===== config.mk =====
export PLATFORM = sky130hd
export DESIGN_NAME = io_bus_bridge
export DESIGN_NICKNAME = d
export VERILOG_FILES = /design/src/rtl/io_bus_bridge.sv
export SDC_FILE = /design/constraint.sdc
export NUM_CORES = 1
export LEC_CHECK = 0
export ABC_AREA = 1
export CORE_MARGIN = 2
export CORE_UTILIZATION = 41
export CTS_BUF_LIST = sky130_fd_sc_hd__clkbuf_4 sky130_fd_sc_hd__clkbuf_8
export DETAILED_ROUTE_END_ITERATION = 8
export PLACE_DENSITY = 0.82
export SYNTH_ARGS = -nofsm -noshare
export SYNTH_HDL_FRONTEND = slang
export SYNTH_SLANG_ARGS = --single-unit

===== constraint.sdc =====
create_clock -name clk -period 4.6 [get_ports clk]
set_input_delay 0.92 -clock clk [delete_from_list [all_inputs] [get_ports clk]]
set_output_delay 0.92 -clock clk [all_outputs]
set_load 0.05 [all_outputs]

===== src/rtl/io_bus_bridge.sv =====
// io_bus_bridge: round-robin arbiter between per-core I/O request ports and the
// shared non-cached peripheral bus. It keeps one transaction in flight, drives
// single-cycle bus strobes and broadcasts a response packet when the access is done.
module io_bus_bridge #(
  parameter int NUM_CORES        = 1,
  parameter int THREADS_PER_CORE = 4,
  localparam int TIDW = (THREADS_PER_CORE > 1) ? $clog2(THREADS_PER_CORE) : 1
) (
  input  logic                      clk,
  input  logic                      reset,
  input  logic [NUM_CORES-1:0]      ioreq_valid,
  input  logic [NUM_CORES-1:0]      ioreq_store,
  input  logic [NUM_CORES*TIDW-1:0] ioreq_thread_idx,
  input  logic [NUM_CORES*32-1:0]   ioreq_address,
  input  logic [NUM_CORES*32-1:0]   ioreq_value,
  output logic [NUM_CORES-1:0]      ioreq_ack,
  output logic                      iorsp_valid,
  output logic [3:0]                iorsp_core,
  output logic [TIDW-1:0]           iorsp_thread_idx,
  output logic [31:0]               iorsp_read_value,
  output logic                      io_write_en,
  output logic                      io_read_en,
  output logic [31:0]               io_address,
  output logic [31:0]               io_write_data,
  input  logic [31:0]               io_read_data
);

  localparam int          PW   = (NUM_CORES > 1) ? $clog2(NUM_CORES) : 1;
  localparam logic [PW:0] NC_W = (PW + 1)'(NUM_CORES);

  typedef enum logic [1:0] {
    S_IDLE,
    S_ISSUE,
    S_WAIT_READ,
    S_RESPOND
  } state_e;

  state_e                 state_q, state_d;
  logic [PW-1:0]          rr_ptr_q, rr_ptr_d;
  logic [3:0]             core_q, core_d;
  logic                   store_q, store_d;
  logic [TIDW-1:0]        tid_q, tid_d;
  logic [31:0]            addr_q, addr_d;
  logic [31:0]            wdata_q, wdata_d;
  logic [31:0]            rdata_q, rdata_d;
  logic [NUM_CORES-1:0]   ack_q, ack_d;
  logic                   wr_en_q, wr_en_d;
  logic                   rd_en_q, rd_en_d;
  logic                   rsp_valid_q, rsp_valid_d;

  logic                   grant_found;
  logic [PW-1:0]          grant_idx;
  logic [PW:0]            cand;
  logic [PW:0]            rr_inc;
  logic [PW-1:0]          rr_next;

  // Round-robin search: first valid core at or after rr_ptr, wrapping around.
  always_comb begin
    // NOTE: every signal gets a default before any conditional assignment so no latch is inferred.
    grant_found = 1'b0;
    grant_idx   = '0;
    cand        = '0;
    for (int i = 0; i < NUM_CORES; i++) begin
      cand = {1'b0, rr_ptr_q} + (PW + 1)'(i);
      if (cand >= NC_W) cand = cand - NC_W;
      if (!grant_found && ioreq_valid[cand[PW-1:0]]) begin
        grant_found = 1'b1;
        grant_idx   = cand[PW-1:0];
      end
    end
  end

  // Pointer that follows the granted core, wrapping at NUM_CORES.
  always_comb begin
    rr_inc  = {1'b0, grant_idx} + (PW + 1)'(1);
    rr_next = (rr_inc == NC_W) ? '0 : rr_inc[PW-1:0];
  end

  // Next-state and next-output logic; every output register reflects the state being entered.
  always_comb begin
    state_d     = state_q;
    rr_ptr_d    = rr_ptr_q;
    core_d      = core_q;
    store_d     = store_q;
    tid_d       = tid_q;
    addr_d      = addr_q;
    wdata_d     = wdata_q;
    rdata_d     = rdata_q;
    ack_d       = '0;
    wr_en_d     = 1'b0;
    rd_en_d     = 1'b0;
    rsp_valid_d = 1'b0;
    case (state_q)
      S_IDLE: begin
        if (grant_found) begin
          core_d           = 4'(grant_idx);
          store_d          = ioreq_store[grant_idx];
          tid_d            = ioreq_thread_idx[grant_idx*TIDW +: TIDW];
          addr_d           = ioreq_address[grant_idx*32 +: 32];
          wdata_d          = ioreq_value[grant_idx*32 +: 32];
          rdata_d          = '0;
          ack_d[grant_idx] = 1'b1;
          wr_en_d          = ioreq_store[grant_idx];
          rd_en_d          = ~ioreq_store[grant_idx];
          rr_ptr_d         = rr_next;
          state_d          = S_ISSUE;
        end
      end
      S_ISSUE: begin
        if (store_q) begin
          rsp_valid_d = 1'b1;
          state_d     = S_RESPOND;
        end else begin
          state_d = S_WAIT_READ;
        end
      end
      S_WAIT_READ: begin
        rdata_d     = io_read_data;
        rsp_valid_d = 1'b1;
        state_d     = S_RESPOND;
      end
      S_RESPOND: state_d = S_IDLE;
      default:   state_d = S_IDLE;
    endcase
  end

  // State, request latch and output registers; reset aborts any transaction in flight.
  always_ff @(posedge clk or posedge reset) begin
    if (reset) begin
      state_q     <= S_IDLE;
      rr_ptr_q    <= '0;
      core_q      <= '0;
      store_q     <= 1'b0;
      tid_q       <= '0;
      addr_q      <= '0;
      wdata_q     <= '0;
      rdata_q     <= '0;
      ack_q       <= '0;
      wr_en_q     <= 1'b0;
      rd_en_q     <= 1'b0;
      rsp_valid_q <= 1'b0;
    end else begin
      // NOTE: non-blocking assignments so every register samples pre-edge values.
      state_q     <= state_d;
      rr_ptr_q    <= rr_ptr_d;
      core_q      <= core_d;
      store_q     <= store_d;
      tid_q       <= tid_d;
      addr_q      <= addr_d;
      wdata_q     <= wdata_d;
      rdata_q     <= rdata_d;
      ack_q       <= ack_d;
      wr_en_q     <= wr_en_d;
      rd_en_q     <= rd_en_d;
      rsp_valid_q <= rsp_valid_d;
    end
  end

  assign ioreq_ack        = ack_q;
  assign io_write_en      = wr_en_q;
  assign io_read_en       = rd_en_q;
  assign io_address       = addr_q;
  assign io_write_data    = wdata_q;
  assign iorsp_valid      = rsp_valid_q;
  assign iorsp_core       = core_q;
  assign iorsp_thread_idx = tid_q;
  assign iorsp_read_value = rdata_q;

endmodule


== Word-level counts from Yosys, hierarchy flattened ==
Cells that the tools add are included.

* Bits in registers: 107
* Input port bits: 102
* Output and inout bits: 106
* Word-level logic and storage cells: 52

* Add/subtract/negate cells: 2
* $lt $le $gt $ge: 4
* Equal/unequal tests: 5
* Shift-type cells: 3
* Mux-type cells: 20
* Bitwise operators: 1
* Reductions and logical operators: 5

{| class="wikitable"
|+ Operators by type and width
! operator !! number
|-
| 32-bit case mux with 2 select lines || 1
|-
| 32-bit by 7-bit variable part select with 32-bit output || 2
|-
| 32-bit 2-to-1 mux || 1
|-
| 1-bit 2-to-1 mux || 15
|-
| 2-bit case mux with 4 select lines || 1
|-
| 2-bit by 1-bit equality test with 1-bit output, second input constant || 2
|-
| 2-bit equality test, second input constant || 2
|-
| 2-bit AND reduction || 2
|-
| 2-bit by 3-bit variable part select with 2-bit output || 1
|-
| 1-bit by 1-bit adder with 2-bit output, second input constant || 1
|-
| 1-bit >= comparator, second input constant || 2
|-
| 2-bit zero test || 1
|-
| 1-bit < comparator, second input constant || 2
|-
| 2-bit 2-to-1 mux || 1
|-
| 2-bit != test, second input constant || 1
|-
| 1-bit case mux with 2 select lines || 1
|-
| 2-bit nonzero test || 1
|-
| 1-bit logical AND || 1
|-
| 1-bit NOT || 1
|-
| 1-bit subtractor, second input constant || 1
|}

== Longest topological paths before layout ==
* Depth in word-level cells: 10
* Gate-level depth with buffers: 8
* Mapped depth without buffers: 6

== Worst setup path after synthesis ==
No wires, ideal clock.

* Kind: input to register
* Start: input ioreq_valid
* End: register rdata_q[0] (netlist: iorsp_read_value[0])
* Setup time: 0.120 ns
* Arrival time: 1.424 ns
* Required time: 4.480 ns
* Path slack: 3.056 ns
* Stages on the path: 5
* Buffers on the path: 2
* Path through: nand2_1 -> buf_4 -> buf_2 -> nand3_1 -> nand2_1

* Word-level cells in the longest chain between the ends: 4

{| class="wikitable"
|+ Ends and longest elaborated chain
! what !! line !! source
|-
| start: declaration || 11 || <nowiki>input logic [NUM_CORES-1:0] ioreq_valid,</nowiki>
|-
| 1-bit 2-to-1 mux (not written as such) || 66 || <nowiki>if (!grant_found && ioreq_valid[cand[PW-1:0]]) begin</nowiki>
|-
| 1-bit 2-to-1 mux || 66 ||
|-
| 2-bit != test (no source line) || - ||
|-
| 2-bit AND reduction (no source line) || - ||
|-
| end signal: assignment || 151 || <nowiki>rdata_q <= rdata_d;</nowiki>
|-
| end: declaration || 45 || <nowiki>logic [31:0] rdata_q, rdata_d;</nowiki>
|}

Every way passes these cells. The select of a mux whose other input is x is not followed.
A chain may end at the register's enable or synchronous reset.

== Worst setup path in the final report ==
* Start: register rdata_q[22] (netlist: iorsp_read_value[22])
* End: output iorsp_read_value[22]

{| class="wikitable"
|+ RTL lines
! what !! line !! source
|-
| end: declaration || 20 || <nowiki>output logic [31:0] iorsp_read_value,</nowiki>
|}

No word-level cell between the ends.

==> impl_metrics.toml <==
[power_and_ir_drop]
ir_drop_uv = 491
power_density_mw_per_mm2 = 827
cellLeakagePower_nw = 3.15
power_mw = 5.29

[clock_network]
cts_tree = "done"
clk_path_buf_depth = 2
clock-root-buffer = "clkbuf_8"
clk_pin_slew_ns = 0.11
post_cts_resized = 0
numCtsBuffers = 9
cts_num_sinks = 105
ctsHoldBuffers = 0
insertion_delay_ns = 0.35
post_cts_buffers = 0
htreeDepth = 3

[logic_synthesis]
synthXorXnorAreaFrac_pct = 0
synth_cell_type_count = 15
yosysTopAreaCell = "dfrtp_1"
ys_ff_latch = 105
synthSimpleGateAreaFrac_pct = 29.8
synth_cells = 458
synth_compound_area_share_pct = 0.303
synth.avg_cell_area_um2 = 9.03
synth_top_family_by_area = "simple AND/OR/NAND/NOR gates"
yosysSeqAreaShare_pct = 63.5
synthTopCellsByArea = "dfrtp_1 64%, nand2_1 21%, nand3_1 8.0%"
yosys.area_share.adder_pct = 0.908
yosys_warnings = 0
synthMuxAreaShare_pct = 0
synth_top_area_share_pct = 63.5
syn_area_mm2 = 0.00414

[die]
core_area_mm2 = 0.00977
row_count = 36
dieArea_mm2 = 0.0109
initial_core_util_pct = 42.3
ios = 208
die_h_um = 104
die_w_um = 104

[placed_design]
io_buffers = 203
gp_congestion = 0.801
hpwlAfterDp_mm = 7.70
dpl-instance-area_mm2 = 0.00619

[setup_path]
crit_type = "reg -> out"
path_max_fanout = 2
cp_top_family = "buffers and inverters"
worstPathCellList = "clkdlybuf4s50_1"
cp.arrival_ns = 1.55
crit_buf_inv = 1
cp_slowest_cell = "clkdlybuf4s50_1"
end_kind = "primary output"
required_ns = 3.68
critPathMaxStageDelay_ns = 0.82
startpoint_type = "flip-flop"

[cells_and_area]
fillers = 824
nets = 751
syn_to_final_growth_pct = 54.5
final_area_mm2 = 0.00639
antenna_cells = 0
drive_above_1_share_pct = 3.53
final_core_util_pct = 65.4

[global_route]
gr-usage-all-layers_pct = 20.2
grt_overflow = 0
antenna_found_initial = 0
grt_pass1_vias = 3690
grt_start_max_net_pins = 101
grt_pass1_wl_mm = 18.0

[routing]
dr_wl_met3_um = 814
firstDrtPassIters = 4
wirelength_mm = 11.1
maxUsedRoutingLayer = "met4"
vias = 3726
post_drt_wl_per_cell_um = 14.2
ant_nets = 0
viasPerCell = 4.75
drtIter0Drc = 127
wl_met1_mm = 4.42
drc = 0
routed-wl-met2_mm = 5.55

[sta]
hold_viol = 0
fin_crit_sh_pct = 53.7
tns_ns = 0
fmaxAchievable_ghz = 0.405
min_period_ns = 2.47
setup_viol = 0
finalMaxSlewViolations = 0
worst_pin_slew_ns = 1.11
rsz0062_at_grt = "no"
skew_ns = 0.0173
maxSlewHeadroom_pct = 26.2

[hold_path]
min-delay-path-class = "reg -> reg"

[job]
cap_viol_max_count = 0

[outcome]
status = "complete, no violations"
-- flip-flops by register name, indices dropped and copies added, names as in the netlist --
signal / count
iorsp_valid: 1
iorsp_read_value: 32
store_q: 1
io_write_data: 32
state_q: 2
io_write_en: 1
io_read_en: 1
io_address: 32
iorsp_thread_idx: 2
ioreq_ack: 1
-- stage by stage --
step | instances | hold WS (ns) | worst slack (ns)
4_1_cts | 784 | 0.489 | 2.11
3_3_place_gp | 768 | 0.462 | 1.98
6_report | 784 | 0.486 | 2.13
3_5_place_dp | 768 | 0.465 | 1.90
2_1_floorplan | 461 | 0.465 | 0.919
5_1_grt | 784 | 0.511 | 2.06
-- area by class of cell --
class | count | area, µm² | share of cell area (%)
inverters | 9 | 36.3 | 0.568
flip-flops and latches | 105 | 2630 | 41.1
multi-input cells | 315 | 1310 | 20.4
clock buffers | 9 | 124 | 1.94
clock inverters | 7 | 75.1 | 1.17
repair buffers | 206 | 2050 | 32.2
well taps | 133 | 166 | 2.60
-- placed cells by master, fill, tap and decap left out --
cell and instances:
o21ai_0 1, nand3_1 66, inv_4 1, nor2_1 3, buf_4 3, clkbuf_8 9
inv_1 7, nor2_2 1, bufinv_16 1, ha_1 3, nand2_4 1, nand2_1 235
inv_6 3, clkdlybuf4s50_1 203, a21boi_0 1, conb_1 4, clkinv_4 1, dfrtp_1 105
clkinv_2 2, inv_2 1
-- report_power, final --
| group | switching (mW) | internal (mW) | leakage [nW] |
|---|---|---|---|
| registers | 0.221 | 1.34 | 1.32 |
| logic | 2.15 | 0.990 | 1.73 |
| clock network | 0.329 | 0.258 | 0.104 |
| total | 2.70 | 2.58 | 3.15 |
-- routing by layer --
| metal | global-route usage [%] | vias to the layer above |
|---|---|---|
| met1 | 24.5 | 1750 |
| met4 | 8.49 | 0 |
| met5 | 0 | - |
| li1 | - | 1787 |
| met2 | 33.8 | 161 |
| met3 | 5.39 | 28 |
-- final timing paths --
| path | from | endpoint | slack, ns | cells after the start |
|---|---|---|---|---|
| max | iorsp_read_value[22]$_DFFE_PP0P_ | iorsp_read_value[22] | 2.13 | 1 |
| min reg2reg | io_write_data[15]$_DFFE_PP0P_ | io_write_data[15]$_DFFE_PP0P_ | 0.49 | 2 |
| max in group asynchronous | reset | io_address[25]$_DFFE_PP0P_ | 2.57 | 3 |
| max reg2reg | state_q[0]$_DFFE_PP0P_ | iorsp_read_value[9]$_DFFE_PP0P_ | 2.57 | 6 |
| min in group asynchronous | reset | io_address[11]$_DFFE_PP0P_ | 1.18 | 2 |
| min | io_write_data[15]$_DFFE_PP0P_ | io_write_data[15]$_DFFE_PP0P_ | 0.49 | 2 |
-- kinds of logic after synthesis --
kind of cell	count (synthesis)
simple gates	306
flops	105
buf+inv	41
fa+ha+maj	3
compound gates	2
other cells	1
-- cell usage after synthesis --
library cell and instances:
o21ai_0 1, a21boi_0 1, nor2_1 3, buf_6 2
nand2_1 236, clkbuf_1 3, ha_1 3, conb_1 1
dfrtp_1 105, nor2_2 1, buf_2 20, inv_2 1
nand3_1 66, buf_4 7, inv_1 8
(Power assumes the default switching activity.)
==> patch (same flow settings) <==
The 4 states of `state_e` get a one-hot encoding in 4 bits.
--- a/src/rtl/io_bus_bridge.sv
+++ b/src/rtl/io_bus_bridge.sv
@@ -29,9 +29,9 @@
   localparam logic [PW:0] NC_W = (PW + 1)'(NUM_CORES);
 
-  typedef enum logic [1:0] {
-    S_IDLE,
-    S_ISSUE,
-    S_WAIT_READ,
-    S_RESPOND
+  typedef enum logic [3:0] {
+    S_IDLE      = 4'b0001,
+    S_ISSUE     = 4'b0010,
+    S_WAIT_READ = 4'b0100,
+    S_RESPOND   = 4'b1000
   } state_e;
 
Formal check against the unedited RTL: no difference found for any inputs over 10 cycles, from zero or initial values and one cycle with reset high; not proved beyond that.
==> patch against the unedited design <==
Final cell count shrank 0.38%. Worst setup slack worse by 0.0069 ns. Cell area is 0.61% lower. Synthesized area fell by 0.88%. Sequential cell count is 2 higher. Global-route usage rose by 0.083 points. Sequential power shrank 5%. Clock power decreased by 5.8%. Total power shrank 13%. Routed wire length down 0.33%. Largest cell class unchanged.
==> patch: results (changes against the unedited design) <==
Worst setup path
  • CP max-delay cell: clkdlybuf4s50_1 (unchanged)
  • Top delay family on crit path: buffers and inverters (unchanged)
  • Crit-path max FO: 2 (unchanged)
  • Crit-path max cell delay: 0.82 ns (about the same)
  • Crit path DAT: 1.56 ns

Finish
  • Layout Nets: 746 (was 751)
  • Antenna Cells: 0 (unchanged)
  • Layout fillers: 818 (was 824)
  • Layout cell share with drive strength beyond 1: 3.40% (was 3.53%)

Route
  • Vias/cell: 4.72 (was 4.75)
  • DR WL/cell: 14.2 microns (about the same)
  • Drt initial violations: 189 (was 127)

Yosys
  • Register area share after synthesis: 65.4% (was 63.5%)
  • Top FF cell, synth: dfrtp_1 (unchanged)
  • List of most frequent post-synthesis cells: nand2_1 (264), dfrtp_1 (106), nand3_1 (33), buf_2 (15) (was nand2_1 (236), dfrtp_1 (105), nand3_1 (66), buf_2 (20), inv_1 (8))
  • Syn. warnings: 0 (unchanged)
  • Synth area leaders: dfrtp_1 (65%), nand2_1 (24%), nand3_1 (4.0%), buf_2 (1.8%), buf_6 (1.1%) (was dfrtp_1 (64%), nand2_1 (21%), nand3_1 (8.0%), buf_2 (2.4%), buf_4 (1.3%))

Place
  • Quantity of I/O buffers inserted on ports: 203 (unchanged)
  • DP HPWL: 7870 microns (was 7700 microns)
  • GPL Wtd Cong: 0.763 (was 0.801)
  • Cell Area, Placed: 6160 sq um (was 6190 sq um)

Clock network
  • CTS Buffer Depth: 2 (unchanged)
  • CTS buffer count: 9 (unchanged)
  • Worst skew pair latency: 0.35 ns (about the same)
  • Register clock-pin slew on the reported worst setup and hold paths: 0.10 ns

Global routing
  • Tot GR Track Use: 20.2% (about the same)
  • Global-route wire length before repair: 17600 microns (was 18000 microns)
  • Initial antenna violation count: 0 (unchanged)
  • Vias in the first global route: 3677 (was 3690)
  • Largest net degree at the start of global routing: 105 (was 101)

Power and ir drop
  • Worst VDD drop: 0.484 mV (was 0.491 mV)
  • Pleak: 3.17 nW (was 3.15 nW)
  • Psw: 2.24 mW (was 2.70 mW)

STA
  • Skew final: 0.0151 ns (was 0.0173 ns)
  • Slew headroom: 26.1% (was 26.2%)

Run status
  • Status: complete, no violations (unchanged)
patch: cell count changes after synthesis, sizes merged, moves of 2 or more:
cell   unedited run  this run
nand2           236       264
o21ai             1         3
nand3            66        35
nor2              4         7
buf              29        24
ha                3         0
patch: final cells by class:
class	instances	area, sq um	area share, %
clock inverters	5	55.1	0.867
multi-input cells	313	1240	19.5
clock buffers	10	131	2.07
flip-flops and latches	107	2680	42.2
well taps	133	166	2.62
repair buffers	205	2050	32.2
inverters	8	32.5	0.512
patch: kinds of logic (layout without fill, tap and decap cells):
| kind of cell | count (synthesis) | after routing | synth area share, % |
|---|---|---|---|
| and+or+nand+nor | 306 | 306 | 29.3 |
| DFF | 107 | 107 | 65.4 |
| buffers and inverters | 36 | 228 | 4.85 |
| AOI/OAI and AO/OA | 3 | 3 | 0.366 |
| other | 1 | 4 | 0.0915 |
patch: power by group through the flow:
stage | registers (mW) | logic (mW) | clock network [mW]
CTS | 1.48 | 2.57 | 0.571
detailed placement | 1.49 | 2.56 | 0
global placement | 1.48 | 2.52 | 0
global route | 1.52 | 2.68 | 0.601
finish | 1.48 | 2.55 | 0.552
floorplan | 2.62 | 0.545 | 0
patch: path summary, 6_finish.rpt:
kind	to	slack, ns	startpoint	cells past startpoint
setup reg to reg	iorsp_read_value[21]	2.20	state_q[0]	5
max in group asynchronous	iorsp_read_value[26]	2.56	reset	3
min in group asynchronous	io_write_data[2]	1.23	reset	2
hold / removal	state_q[2]	0.48	store_q	1
setup / recovery	io_address[20]	2.12	io_address[20]	1
hold reg to reg	state_q[2]	0.48	store_q	1
patch: per-stage QoR:
| stage | hold slack, ns | utilization (%) | std cells | setup WS [ns] |
|---|---|---|---|---|
| after floorplan | 0.426 | - | 456 | 0.864 |
| final | 0.476 | 65.3 | 781 | 2.12 |
| after global placement | 0.456 | 63.4 | 766 | 2.00 |
| after detailed placement | 0.464 | 63.4 | 766 | 1.93 |
| after CTS | 0.482 | 65.3 | 781 | 2.09 |
| after global routing | 0.502 | 65.3 | 781 | 1.98 |
patch: routing by layer:
layer  track usage [%]  routed length, microns  vias to the layer above
met2              36.0                    5640                      149
met3              3.76                     605                       27
met4              8.98                     316                        0
li1                  -                       -                     1750
met1              23.8                    4520                     1760
met5                 0                       0                        -
